<file path="src/rtl/seven_seg_capture.sv">
// Passive monitor for a multiplexed seven-segment bus: rebuilds the four displayed
// hex digits from settled anode/segment patterns and flags scan-order faults.
module seven_seg_capture #(
    parameter int unsigned STABLE_CYCLES = 4
) (
    input  logic        i_div_clock,
    input  logic        i_reset,
    input  logic [3:0]  i_anode,
    input  logic [6:0]  i_seg,
    input  logic        i_dp,
    input  logic        i_clear_error,
    output logic [15:0] o_digits,
    output logic [3:0]  o_digit_valid,
    output logic [3:0]  o_dp_out,
    output logic        o_frame_done,
    output logic        o_scan_error
);

    // state     | meaning
    // S_RESYNC  | waiting for a digit-0 capture to start a frame
    // S_EXPECT1 | digit 0 seen, waiting for digit 1
    // S_EXPECT2 | digits 0,1 seen, waiting for digit 2
    // S_EXPECT3 | digits 0..2 seen, waiting for digit 3
    typedef enum logic [1:0] {
        S_RESYNC  = 2'd0,
        S_EXPECT1 = 2'd1,
        S_EXPECT2 = 2'd2,
        S_EXPECT3 = 2'd3
    } state_t;

    localparam logic [7:0] CNT_MAX = 8'(STABLE_CYCLES);

    logic [11:0] r_sync1;
    logic [11:0] r_sync2;
    logic [11:0] r_prev;
    logic [7:0]  r_stable_cnt;
    logic        r_fired;
    state_t      r_state;
    state_t      w_state_next;
    logic [15:0] r_digits;
    logic [3:0]  r_digit_valid;
    logic [3:0]  r_dp_out;
    logic        r_frame_done;
    logic        r_scan_error;

    logic        w_changed;
    logic        w_capture;
    logic [3:0]  w_anode;
    logic [6:0]  w_seg_lit;
    logic        w_dp_lit;
    logic [3:0]  w_nibble;
    logic        w_glyph_ok;
    logic        w_single;
    logic        w_blank;
    logic        w_multi;
    logic [1:0]  w_idx;
    logic [1:0]  w_state_idx;
    logic        w_digit_cap;
    logic        w_multi_cap;
    logic        w_frame_set;
    logic        w_order_err;
    logic        w_err_set;

    // Vector layout: {dp, seg[6:0], anode[3:0]}; idle bus (all off) resets to all ones.
    always_ff @(posedge i_div_clock or negedge i_reset) begin
        if (!i_reset) begin
            r_sync1 <= '1;
            r_sync2 <= '1;
        end else begin
            r_sync1 <= {i_dp, i_seg, i_anode};
            r_sync2 <= r_sync1;
        end
    end

    assign w_changed = (r_sync2 != r_prev);
    // r_fired keeps a held pattern from being captured again once the count saturates.
    assign w_capture = (r_stable_cnt == CNT_MAX) && !r_fired;

    always_ff @(posedge i_div_clock or negedge i_reset) begin
        if (!i_reset) begin
            r_prev       <= '1;
            r_stable_cnt <= '0;
            r_fired      <= 1'b0;
        end else begin
            r_prev <= r_sync2;
            if (w_changed) begin
                r_stable_cnt <= '0;
                r_fired      <= 1'b0;
            end else begin
                if (r_stable_cnt != CNT_MAX) r_stable_cnt <= r_stable_cnt + 8'd1;
                if (w_capture) r_fired <= 1'b1;
            end
        end
    end

    assign w_anode   = r_prev[3:0];
    assign w_seg_lit = ~r_prev[10:4];
    assign w_dp_lit  = ~r_prev[11];

    always_comb begin
        w_nibble   = 4'h0;
        w_glyph_ok = 1'b1;
        case (w_seg_lit)
            7'h3F:   w_nibble = 4'h0;
            7'h06:   w_nibble = 4'h1;
            7'h5B:   w_nibble = 4'h2;
            7'h4F:   w_nibble = 4'h3;
            7'h66:   w_nibble = 4'h4;
            7'h6D:   w_nibble = 4'h5;
            7'h7D:   w_nibble = 4'h6;
            7'h07:   w_nibble = 4'h7;
            7'h7F:   w_nibble = 4'h8;
            7'h6F:   w_nibble = 4'h9;
            7'h77:   w_nibble = 4'hA;
            7'h7C:   w_nibble = 4'hB;
            7'h39:   w_nibble = 4'hC;
            7'h5E:   w_nibble = 4'hD;
            7'h79:   w_nibble = 4'hE;
            7'h71:   w_nibble = 4'hF;
            default: w_glyph_ok = 1'b0;
        endcase
    end

    always_comb begin
        w_single = 1'b0;
        w_idx    = 2'd0;
        case (w_anode)
            4'b1110: begin w_single = 1'b1; w_idx = 2'd0; end
            4'b1101: begin w_single = 1'b1; w_idx = 2'd1; end
            4'b1011: begin w_single = 1'b1; w_idx = 2'd2; end
            4'b0111: begin w_single = 1'b1; w_idx = 2'd3; end
            default: w_single = 1'b0;
        endcase
    end

    assign w_blank     = (w_anode == 4'b1111);
    assign w_multi     = !w_blank && !w_single;
    assign w_digit_cap = w_capture && w_single;
    assign w_multi_cap = w_capture && w_multi;
    assign w_state_idx = r_state;

    always_ff @(posedge i_div_clock or negedge i_reset) begin
        if (!i_reset) r_state <= S_RESYNC;
        else          r_state <= w_state_next;
    end

    always_comb begin
        w_state_next = r_state;
        if (w_multi_cap) begin
            w_state_next = S_RESYNC;
        end else if (w_digit_cap) begin
            if (r_state == S_RESYNC) begin
                if (w_idx == 2'd0) w_state_next = S_EXPECT1;
            end else if (w_idx == w_state_idx) begin
                w_state_next = (r_state == S_EXPECT3) ? S_RESYNC : state_t'(w_state_idx + 2'd1);
            end else if (w_idx == 2'd0) begin
                w_state_next = S_EXPECT1;
            end else begin
                w_state_next = S_RESYNC;
            end
        end
    end

    always_comb begin
        w_frame_set = w_digit_cap && (r_state == S_EXPECT3) && (w_idx == 2'd3);
        w_order_err = w_digit_cap && (r_state != S_RESYNC) && (w_idx != 2'd0)
                      && (w_idx != w_state_idx);
        w_err_set   = w_order_err || w_multi_cap;
    end

    always_ff @(posedge i_div_clock or negedge i_reset) begin
        if (!i_reset) begin
            r_digits      <= '0;
            r_digit_valid <= '0;
            r_dp_out      <= '0;
            r_frame_done  <= 1'b0;
            r_scan_error  <= 1'b0;
        end else begin
            r_frame_done <= w_frame_set;
            if (w_err_set)          r_scan_error <= 1'b1;
            else if (i_clear_error) r_scan_error <= 1'b0;
            if (w_digit_cap) begin
                r_dp_out[w_idx]      <= w_dp_lit;
                r_digit_valid[w_idx] <= w_glyph_ok;
                if (w_glyph_ok) r_digits[{w_idx, 2'b00} +: 4] <= w_nibble;
            end
        end
    end

    assign o_digits      = r_digits;
    assign o_digit_valid = r_digit_valid;
    assign o_dp_out      = r_dp_out;
    assign o_frame_done  = r_frame_done;
    assign o_scan_error  = r_scan_error;

endmodule

</file>
<file path="config.mk">
export PLATFORM = sky130hd
export DESIGN_NAME = seven_seg_capture
export DESIGN_NICKNAME = d
export VERILOG_FILES = /design/src/rtl/seven_seg_capture.sv
export SDC_FILE = /design/constraint.sdc
export NUM_CORES = 1
export LEC_CHECK = 0
export CAP_MARGIN = 5
export CORE_AREA = 8 8 95 97
export CTS_CLUSTER_SIZE = 25
export DETAILED_ROUTE_END_ITERATION = 16
export DIE_AREA = 0 0 103 105
export GPL_TIMING_DRIVEN = 0
export PLACE_DENSITY_LB_ADDON = 0.05
export SETUP_SLACK_MARGIN = 0.4
export SYNTH_ARGS = -nofsm -noshare
export SYNTH_HDL_FRONTEND = slang
export SYNTH_SLANG_ARGS = --single-unit
</file>
<file path="constraint.sdc">
create_clock -name i_div_clock -period 6.7 [get_ports i_div_clock]
set_input_delay 2.01 -clock i_div_clock [delete_from_list [all_inputs] [get_ports i_div_clock]]
set_output_delay 2.01 -clock i_div_clock [all_outputs]
set_load 0.02 [all_outputs]
</file>
### Yosys cells after proc, flatten, opt, wreduce, memory -nomap -nowiden

Cells that the tools add are included.

* order comparisons: 2
* add/subtract/negate cells: 3
* shift operators: 2
* reduce and logical (&&, ||, !) cells: 26
* multiplexer cells: 22
* bitwise operators: 2
* equality and inequality tests: 29

Operators with widths (count)
* 7-bit == test (second input constant): 12
* 4-bit case mux with 15 select lines: 1
* 16-bit bitwise mux: 1
* 4-bit == test (second input constant): 4
* 8-bit 2-to-1 mux: 2
* 16-bit OR reduction: 1
* 4-bit by 6-bit variable shift with 16-bit output (first input constant): 1
* 4-bit by 6-bit variable part select with 16-bit output: 1
* 7-bit by 3-bit == test with 1-bit output (second input constant): 2
* 7-bit by 6-bit == test with 1-bit output (second input constant): 2
* 2-bit 2-to-1 mux: 6
* 12-bit inequality test: 1
* 2-bit nonzero test: 6
* 1-bit logical AND: 10
* 8-bit by 1-bit adder with 8-bit output (second input constant): 1
* 4-bit bitwise mux: 2
* 8-bit by 3-bit == test with 1-bit output (second input constant): 1
* 1-bit 2-to-1 mux: 8
* 8-bit by 3-bit inequality test with 1-bit output (second input constant): 1
* 7-bit inverter: 1
* 4-bit negator with 6-bit output: 1
* 2-bit case mux with 3 select lines: 1
* 2-bit == test (second input constant): 2
* 4-bit by 3-bit == test with 1-bit output (second input constant): 1
* 13 further kinds: 17

* output and inout bits: 26
* input port bits: 15
* word-level logic and storage cells: 97
* flip-flop bits (word level): 73

### Logic depth before layout (Yosys ltp)

Gate-level depths: netlist of run 1.

* depth in word-level cells: 9
* mapped depth: 8
* depth with buffers taken out: 7

### Worst setup path before layout of run 1

Ideal clock, no wire load.

* kind: register to output
* from: register r_digit_valid[0] (netlist: o_digit_valid[0])
* to: output o_digit_valid[0]
* path slack: 4.265 ns
* arrival: 0.425 ns
* buffers on the path: 0
* data required time: 4.690 ns
* stages on the path, launching flop included: 1
* cells stage by stage: dfrtp_1

RTL lines
* from (decl): RTL line 41 `logic [3:0] r_digit_valid;`
* from (signal, indexed assignment): RTL line 184 `r_digit_valid[w_idx] <= w_glyph_ok;`
* to (decl): RTL line 13 `output logic [3:0] o_digit_valid,`

No word-level cell between the ends.

### Worst setup path in the final report of run 1

* from: register r_digits[8] (netlist: o_digits[8])
* to: output o_digits[8]

RTL lines
* from (decl): RTL line 40 `logic [15:0] r_digits;`
* from (signal, indexed assignment): RTL line 185 `if (w_glyph_ok) r_digits[{w_idx, 2'b00} +: 4] <= w_nibble;`
* to (decl): RTL line 12 `output logic [15:0] o_digits,`

No word-level cell between the ends.

==> results of run 1 <==
-- final timing paths --
kind / endpoint / cells past startpoint / slack [ps] / from
hold / removal: r_sync2[2]$_DFF_PN1_ / 0 / 360 / r_sync1[2]$_DFF_PN1_
setup / recovery: o_digits[8] / 1 / 3360 / o_digits[8]$_DFFE_PN0P_
min in group asynchronous: o_digits[6]$_DFFE_PN0P_ / 1 / 1750 / i_reset
max in group asynchronous: o_digits[14]$_DFFE_PN0P_ / 1 / 4350 / i_reset
hold reg to reg: r_sync2[2]$_DFF_PN1_ / 0 / 360 / r_sync1[2]$_DFF_PN1_
setup reg to reg: o_digits[6]$_DFFE_PN0P_ / 8 / 4060 / r_prev[3]$_DFF_PN1_
-- logic make-up after synthesis --
| group | Yosys count | synth area share (%) |
|---|---|---|
| adders and majority gates | 10 | 3.707 |
| muxes | 5 | 1.513 |
| DFF | 73 | 56.58 |
| AOI/OAI and AO/OA | 63 | 15.62 |
| xor gates and xnor gates | 20 | 5.295 |
| buffers and inverters | 27 | 3.290 |
| and+or+nand+nor | 84 | 13.99 |
-- placed cells by master (no fill, tap or decap), types with 3 or more instances in the layout --
master	count
nor2_1	22
o211ai_2	3
and3_1	6
nor4_1	3
buf_2	6
nor3b_1	5
xnor2_1	4
clkdlybuf4s50_1	39
nand2_1	13
or2_2	3
nor2b_1	4
o21ai_0	4
dfrtp_1	37
clkbuf_1	6
a21o_1	3
clkbuf_8	9
nor3_1	3
a21bo_1	3
ha_1	9
inv_6	3
xor2_1	16
o2bb2ai_1	10
mux2i_1	5
nand3_1	10
a22o_1	6
dfstp_2	36
a31oi_1	6
a21oi_1	7
inv_1	13
-- per-stage QoR --
step	hold slack [ps]	utilization [%]	instance area (um^2)	worst slack [ps]	power (mW)
global route	361.6	53.62	4036	3296	0.9118
global placement	346.3	50.96	3836	1232	0.5348
floorplan	345.2	-	3308	4265	0.5088
finish	357.2	53.62	4036	3360	0.8689
detailed placement	346.8	50.93	3834	3731	0.5355
CTS	358.2	53.62	4036	3338	0.8817
-- layer usage --
metal | up-vias | global-route usage, %
li1 | 1112 | -
met1 | 1055 | 17.14
met5 | - | 0
met2 | 60 | 18.87
met4 | 0 | 5.791
met3 | 10 | 3.318
-- final cells by class --
class | instances | area [um^2]
tap | 102 | 127.6
buffer | 13 | 56.30
fill | 703 | 3491
inverter | 14 | 52.55
clock buffer | 10 | 148.9
multi-input combinational | 182 | 1328
timing repair buffer | 40 | 397.9
sequential | 73 | 1872
clock inverter | 6 | 53.80
-- flip-flops by register name, indices dropped and copies added, names as in the netlist --
| signal | count |
|---|---|
| r_state | 2 |
| o_digit_valid | 4 |
| r_sync1 | 12 |
| r_prev | 12 |
| r_fired | 1 |
| r_sync2 | 12 |
| o_scan_error | 1 |
| r_stable_cnt | 8 |
| o_dp_out | 4 |
| o_frame_done | 1 |
| o_digits | 16 |
-- cell usage after synthesis (2+ instances only) --
master,instances
clkbuf_1,6
o2bb2ai_1,10
mux2i_1,5
ha_1,9
o21ai_0,4
a31oi_1,6
nor3b_1,5
buf_2,6
and3_1,6
xor2_1,16
a22o_1,6
and4_1,2
nor2b_1,4
nor2_1,22
o211ai_1,2
or3_1,2
inv_1,13
a21bo_1,3
or2_2,3
o21ai_1,2
a21o_1,3
xnor2_1,4
nand3_1,10
nor3_1,3
dfstp_2,36
dfrtp_1,37
nand3b_1,2
o211ai_2,3
a21oi_1,7
nor4_1,3
nand4_1,2
nand2_1,13
-- power by group --
part | switching (mW) | internal (mW)
Sequential | 0.00666 | 0.460
Combinational | 0.0371 | 0.0227
Clock | 0.178 | 0.164
==> summary.txt, run 1 <==
Routing
  • Vias: 2,237
  • Max layer used: met4
  • DR WL met2: 2932 um
  • Routed wl met3: 419 um
  • DR WL/cell: 14.61 um
  • Drc violations: 0
  • Pre-antenna DRT Iters: 4
  • Drt first-iter violations: 125
  • DR vias/cell: 5.084
  • Met1 WL: 2981 um
  • Drt total wl: between 6000 and 7000 um
  • Final antenna-violating net count: 0

Timing
  • Slew headroom: 41.59%
  • Fin. Hold Viols: 0
  • Setup Viol. Count Final: 0
  • Unrepaired setup endpoints after global routing: false
  • Worst-margin pin slew: 876.2 ps
  • Setup TNS: 0 ps
  • Period minus WS final: 3340 ps
  • Slew Limit Fails: 0
  • Fmax: 299.4 MHz
  • Final Cycle Share: ~50%
  • Clk_skew: between 10 and 15 ps

GRT
  • GR Overflow Total: 0
  • Largest net degree at the start of global routing: 74
  • Total Routing Usage GR: 12.81%
  • Initial antenna violation count: 0
  • Vias in the first global route: between 2,000 and 2,500
  • First-pass GRT wire length: 10,920 um

Die
  • Initial Utilization: 43.95%
  • IO Pins: between 40 and 50
  • Die height: approximately 110 um
  • Die footprint: 10,820 um^2
  • Core area: 7527 um^2
  • Die X: 103 um
  • Row count: 32

Synth
  • Most area-hungry cell type in the Yosys netlist: dfstp_2
  • Count of flip-flops with a built-in enable after synthesis: 0
  • Top FF cell, synth: dfrtp_1
  • Syn Nets: 306
  • Leading post-synthesis cells by cell area: dfstp_2, dfrtp_1, xor2_1, ha_1, o2bb2ai_1
  • #FFs+latches synth: 73
  • Asr flop ratio synth: 100.0%
  • Post-synthesis sequential area ratio: 56.58%
  • Yosys warns: 0
  • Synthesized area per cell: 11.73 um^2
  • Unique masters post-synth: 59
  • Top cell type's share of synthesized area: between 20% and 30%
  • Synth Instances: 282
  • Post-Syn Area: 3308 um^2

Critical path
  • Crit. End Element: output port
  • CP top delay family: buffers and inverters
  • Worst path cell trace: clkdlybuf4s50_1
  • Buf+Inv Stages, Crit Path: 1
  • Critical Path AT: about 1300 ps
  • Slowest stage delay, CP: 610 ps
  • Startpoint types: flip-flop
  • Critical path data required time: 4690 ps
  • Critical path class: reg -> out
  • Crit-path slowest cell: clkdlybuf4s50_1
  • CP Max Fanout: 2

Clocking
  • CTS sink cnt: 73
  • CTS tree: yes
  • Post-cts hold buffer count: 0
  • Clock tree buffer depth: 2
  • Max H-tree Level: 3
  • Post-CTS Resized: 0
  • Worst-Skew Late Latency: 350 ps
  • Clock slew at reported path FFs: about 80 ps
  • Root Buffer: clkbuf_8
  • CTS Buf Count: 9
  • Postcts setup bufs: 0

Pwr
  • Static leakage: 1.707 nW
  • Power Dens Cells: 215.3 nW/um^2
  • Peak supply drop: 0.0001220 V

Place
  • Final HPWL DP: ~4700 um
  • Cells after DPL: between 400 and 500
  • PortBufs: 40
  • Final Wtd Congestion: ~0.84

Finish
  • Layout Area Growth over Synthesis: 22.01%
  • # nets final: 357
  • Ant. Diodes: 0
  • Layout cell share with drive strength beyond 1: roughly a fifth
  • Fin cells: 440

Hold path
  • Worst Hold Class: reg -> reg

Job
  • Max cap viols: 0

Status
  • Run status: finished clean
Power figures use the tool's default switching activity.
==> run 2: changes to the inputs <==
==> constraint.sdc (replaced) <==
create_clock -name i_div_clock -period 2.9 [get_ports i_div_clock]
set_input_delay 0.87 -clock i_div_clock [delete_from_list [all_inputs] [get_ports i_div_clock]]
set_output_delay 0.87 -clock i_div_clock [all_outputs]
set_load 0.02 [all_outputs]
==> run 2 against run 1 <==
  * Clock power up 130%
  * Sequential share of layout area down 0.76 points
  * Critical path depth up 7
  * Register-to-register slack worse by 3500 ps
  * Combinational power up 150%
  * Design area up 1.7%
  * Sequential power up 130%
  * Critical path type is now reg -> reg
  * Critical endpoint is now o_digits[6]$_DFFE_PN0P_
  * Highest routed layer unchanged
==> summary.txt, run 2 (same netlist as run 1, synthesis figures left out) <==
Status
  • Run status: finished clean (unchanged)

Pwr
  • Peak supply drop: 0.0002820 V (was 0.0001220 V)
  • Static leakage: 1.716 nW (was 1.707 nW)
  • Power Dens Cells: 490.6 nW/um^2 (was 215.3 nW/um^2)

Routing
  • Final antenna-violating net count: 0 (unchanged)
  • Drc violations: 0 (unchanged)
  • Drt total wl: 6468 um (was 6427 um)
  • Pre-antenna DRT Iters: 4 (unchanged)
  • Drt first-iter violations: 112 (was 125)
  • DR vias/cell: 5.145 (was 5.084)
  • DR WL/cell: 14.70 um (was 14.61 um)
  • Vias: 2,264 (was 2,237)

Timing
  • Period minus WS final: 2355 ps
  • Slew Limit Fails: 0 (unchanged)
  • Worst-margin pin slew: 872.2 ps (was 876.2 ps)
  • Slew headroom: 41.86% (was 41.59%)
  • Fin. Hold Viols: 0 (unchanged)
  • Final Cycle Share: 81.22%
  • Fmax: 424.6 MHz
  • Unrepaired setup endpoints after global routing: false (unchanged)
  • Clk_skew: 10.07 ps (was 10.09 ps)
  • Setup Viol. Count Final: 0 (unchanged)
  • Setup TNS: 0 ps (unchanged)

Clocking
  • Root Buffer: clkbuf_8 (unchanged)
  • CTS sink cnt: 73 (unchanged)
  • CTS tree: yes (unchanged)
  • Worst-Skew Late Latency: 340 ps (was 350 ps)
  • Postcts setup bufs: 0 (unchanged)
  • Clock tree buffer depth: 2 (unchanged)
  • CTS Buf Count: 9 (unchanged)
  • Clock slew at reported path FFs: 80 ps (about the same)
  • Max H-tree Level: 3 (unchanged)

Hold path
  • Worst Hold Class: reg -> reg (unchanged)

GRT
  • First-pass GRT wire length: 10,920 um (unchanged)
  • GR Overflow Total: 0 (unchanged)
  • Total Routing Usage GR: 12.81% (unchanged)
  • Largest net degree at the start of global routing: 74 (unchanged)
  • Vias in the first global route: 2,280 (unchanged)
  • Initial antenna violation count: 0 (unchanged)

Critical path
  • Startpoint types: flip-flop (unchanged)
  • Critical path data required time: 3190 ps (was 4690 ps)
  • Critical path class: reg -> reg (was reg -> out)
  • Crit. End Element: flip-flop (was output port)
  • CP Max Fanout: 7 (was 2)
  • Setup slack, reg-to-reg: 540 ps (was 4060 ps)
  • Critical Path AT: 2640 ps (was 1330 ps)

Die
  • Core area: 7527 um^2 (unchanged)
  • Initial Utilization: 43.95% (unchanged)
  • IO Pins: 41 (unchanged)
  • Row count: 32 (unchanged)
  • Die X: 103 um (unchanged)
  • Die height: 105 um (unchanged)
  • Die footprint: 10,820 um^2 (unchanged)

Finish
  • Ant. Diodes: 0 (unchanged)
  • Layout cell share with drive strength beyond 1: 23.37% (was 21.30%)
  • Max reg flops: 16 (unchanged)
  • Most common library cell in the layout ignoring fill and taps: clkdlybuf4s50_1 (unchanged)
  • Most frequent cells in the layout: clkdlybuf4s50_1, dfrtp_1, dfstp_2 (unchanged)
  • Utilization after layout: 54.52% (was 53.62%)
  • # nets final: 357 (unchanged)
  • Layout Area Growth over Synthesis: 24.05% (was 22.01%)
  • Final instance area: 4104 um^2 (was 4036 um^2)

Place
  • Final Wtd Congestion: 0.8366 (unchanged)
  • PortBufs: 40 (unchanged)
  • Final HPWL DP: 4672 um (unchanged)
  • Placed cell area: 3834 um^2 (unchanged)

Job
  • Max cap viols: 0 (unchanged)
==> run 2: layout make-up <==
cell class	instances	area (um^2)
well taps	102	127.6
clock buffers	10	148.9
fillers	694	3423
inverters	14	52.55
flip-flops and latches	73	1872
plain buffers	13	62.56
clock inverters	6	53.80
multi-input cells	182	1389
repair buffers	40	397.9
==> run 2: power by group <==
part	leakage (nW)	total (mW)	internal [mW]	switching (mW)
registers	0.896	1.08	1.06	0.0154
logic	0.719	0.148	0.0566	0.0910
clock network	0.101	0.787	0.379	0.408
total	1.72	2.01	1.50	0.514
==> run 2: worst max-delay path, stage by stage, from the launching register on <==
cell       delay, ps
dfstp_2          530
clkbuf_4         210
xor2_2           250
nand3_4          160
ha_2             350
inv_1             80
a2111oi_4        290
and3_2           290
a22o_1           140
==> run 2: worst paths after layout <==
check | startpoint | end | depth (start not counted)
worst max register to register | r_prev[3]$_DFF_PN1_ | o_digits[6]$_DFFE_PN0P_ | 8
worst min register to register | r_sync1[2]$_DFF_PN1_ | r_sync2[2]$_DFF_PN1_ | 0
worst max-delay path | r_prev[3]$_DFF_PN1_ | o_digits[6]$_DFFE_PN0P_ | 8
max in group asynchronous | i_reset | r_fired$_DFFE_PN0P_ | 1
min in group asynchronous | i_reset | o_digits[7]$_DFFE_PN0P_ | 1
worst min-delay path | r_sync1[2]$_DFF_PN1_ | r_sync2[2]$_DFF_PN1_ | 0
==> run 2: per-layer routing <==
metal / part of all wire, % / global-route usage, % / vias up
li1: - / - / 1111
met1: 46 / 17.14 / 1080
met2: 45 / 18.87 / 61
met3: 6.6 / 3.318 / 12
met4: 1.6 / 5.791 / 0
met5: 0 / 0 / -
==> run 2: stage by stage <==
stage,std cells,worst slack (ps),power [mW],hold WS (ps)
final,440,544.7,2.013,357.2
after floorplan,282,677.9,1.175,345.2
after global routing,440,438.5,2.116,361.6
after global placement,424,-1428,1.236,346.3
after CTS,440,406.7,2.039,358.2
after detailed placement,424,307.6,1.237,346.8
==> run 2: repair_timing <==
item	in CTS	in global routing
hold buffers	0	0
pin swaps	0	2
gates cloned	0	0
gates resized for setup	2	11
endpoints found under the setup margin	6	12
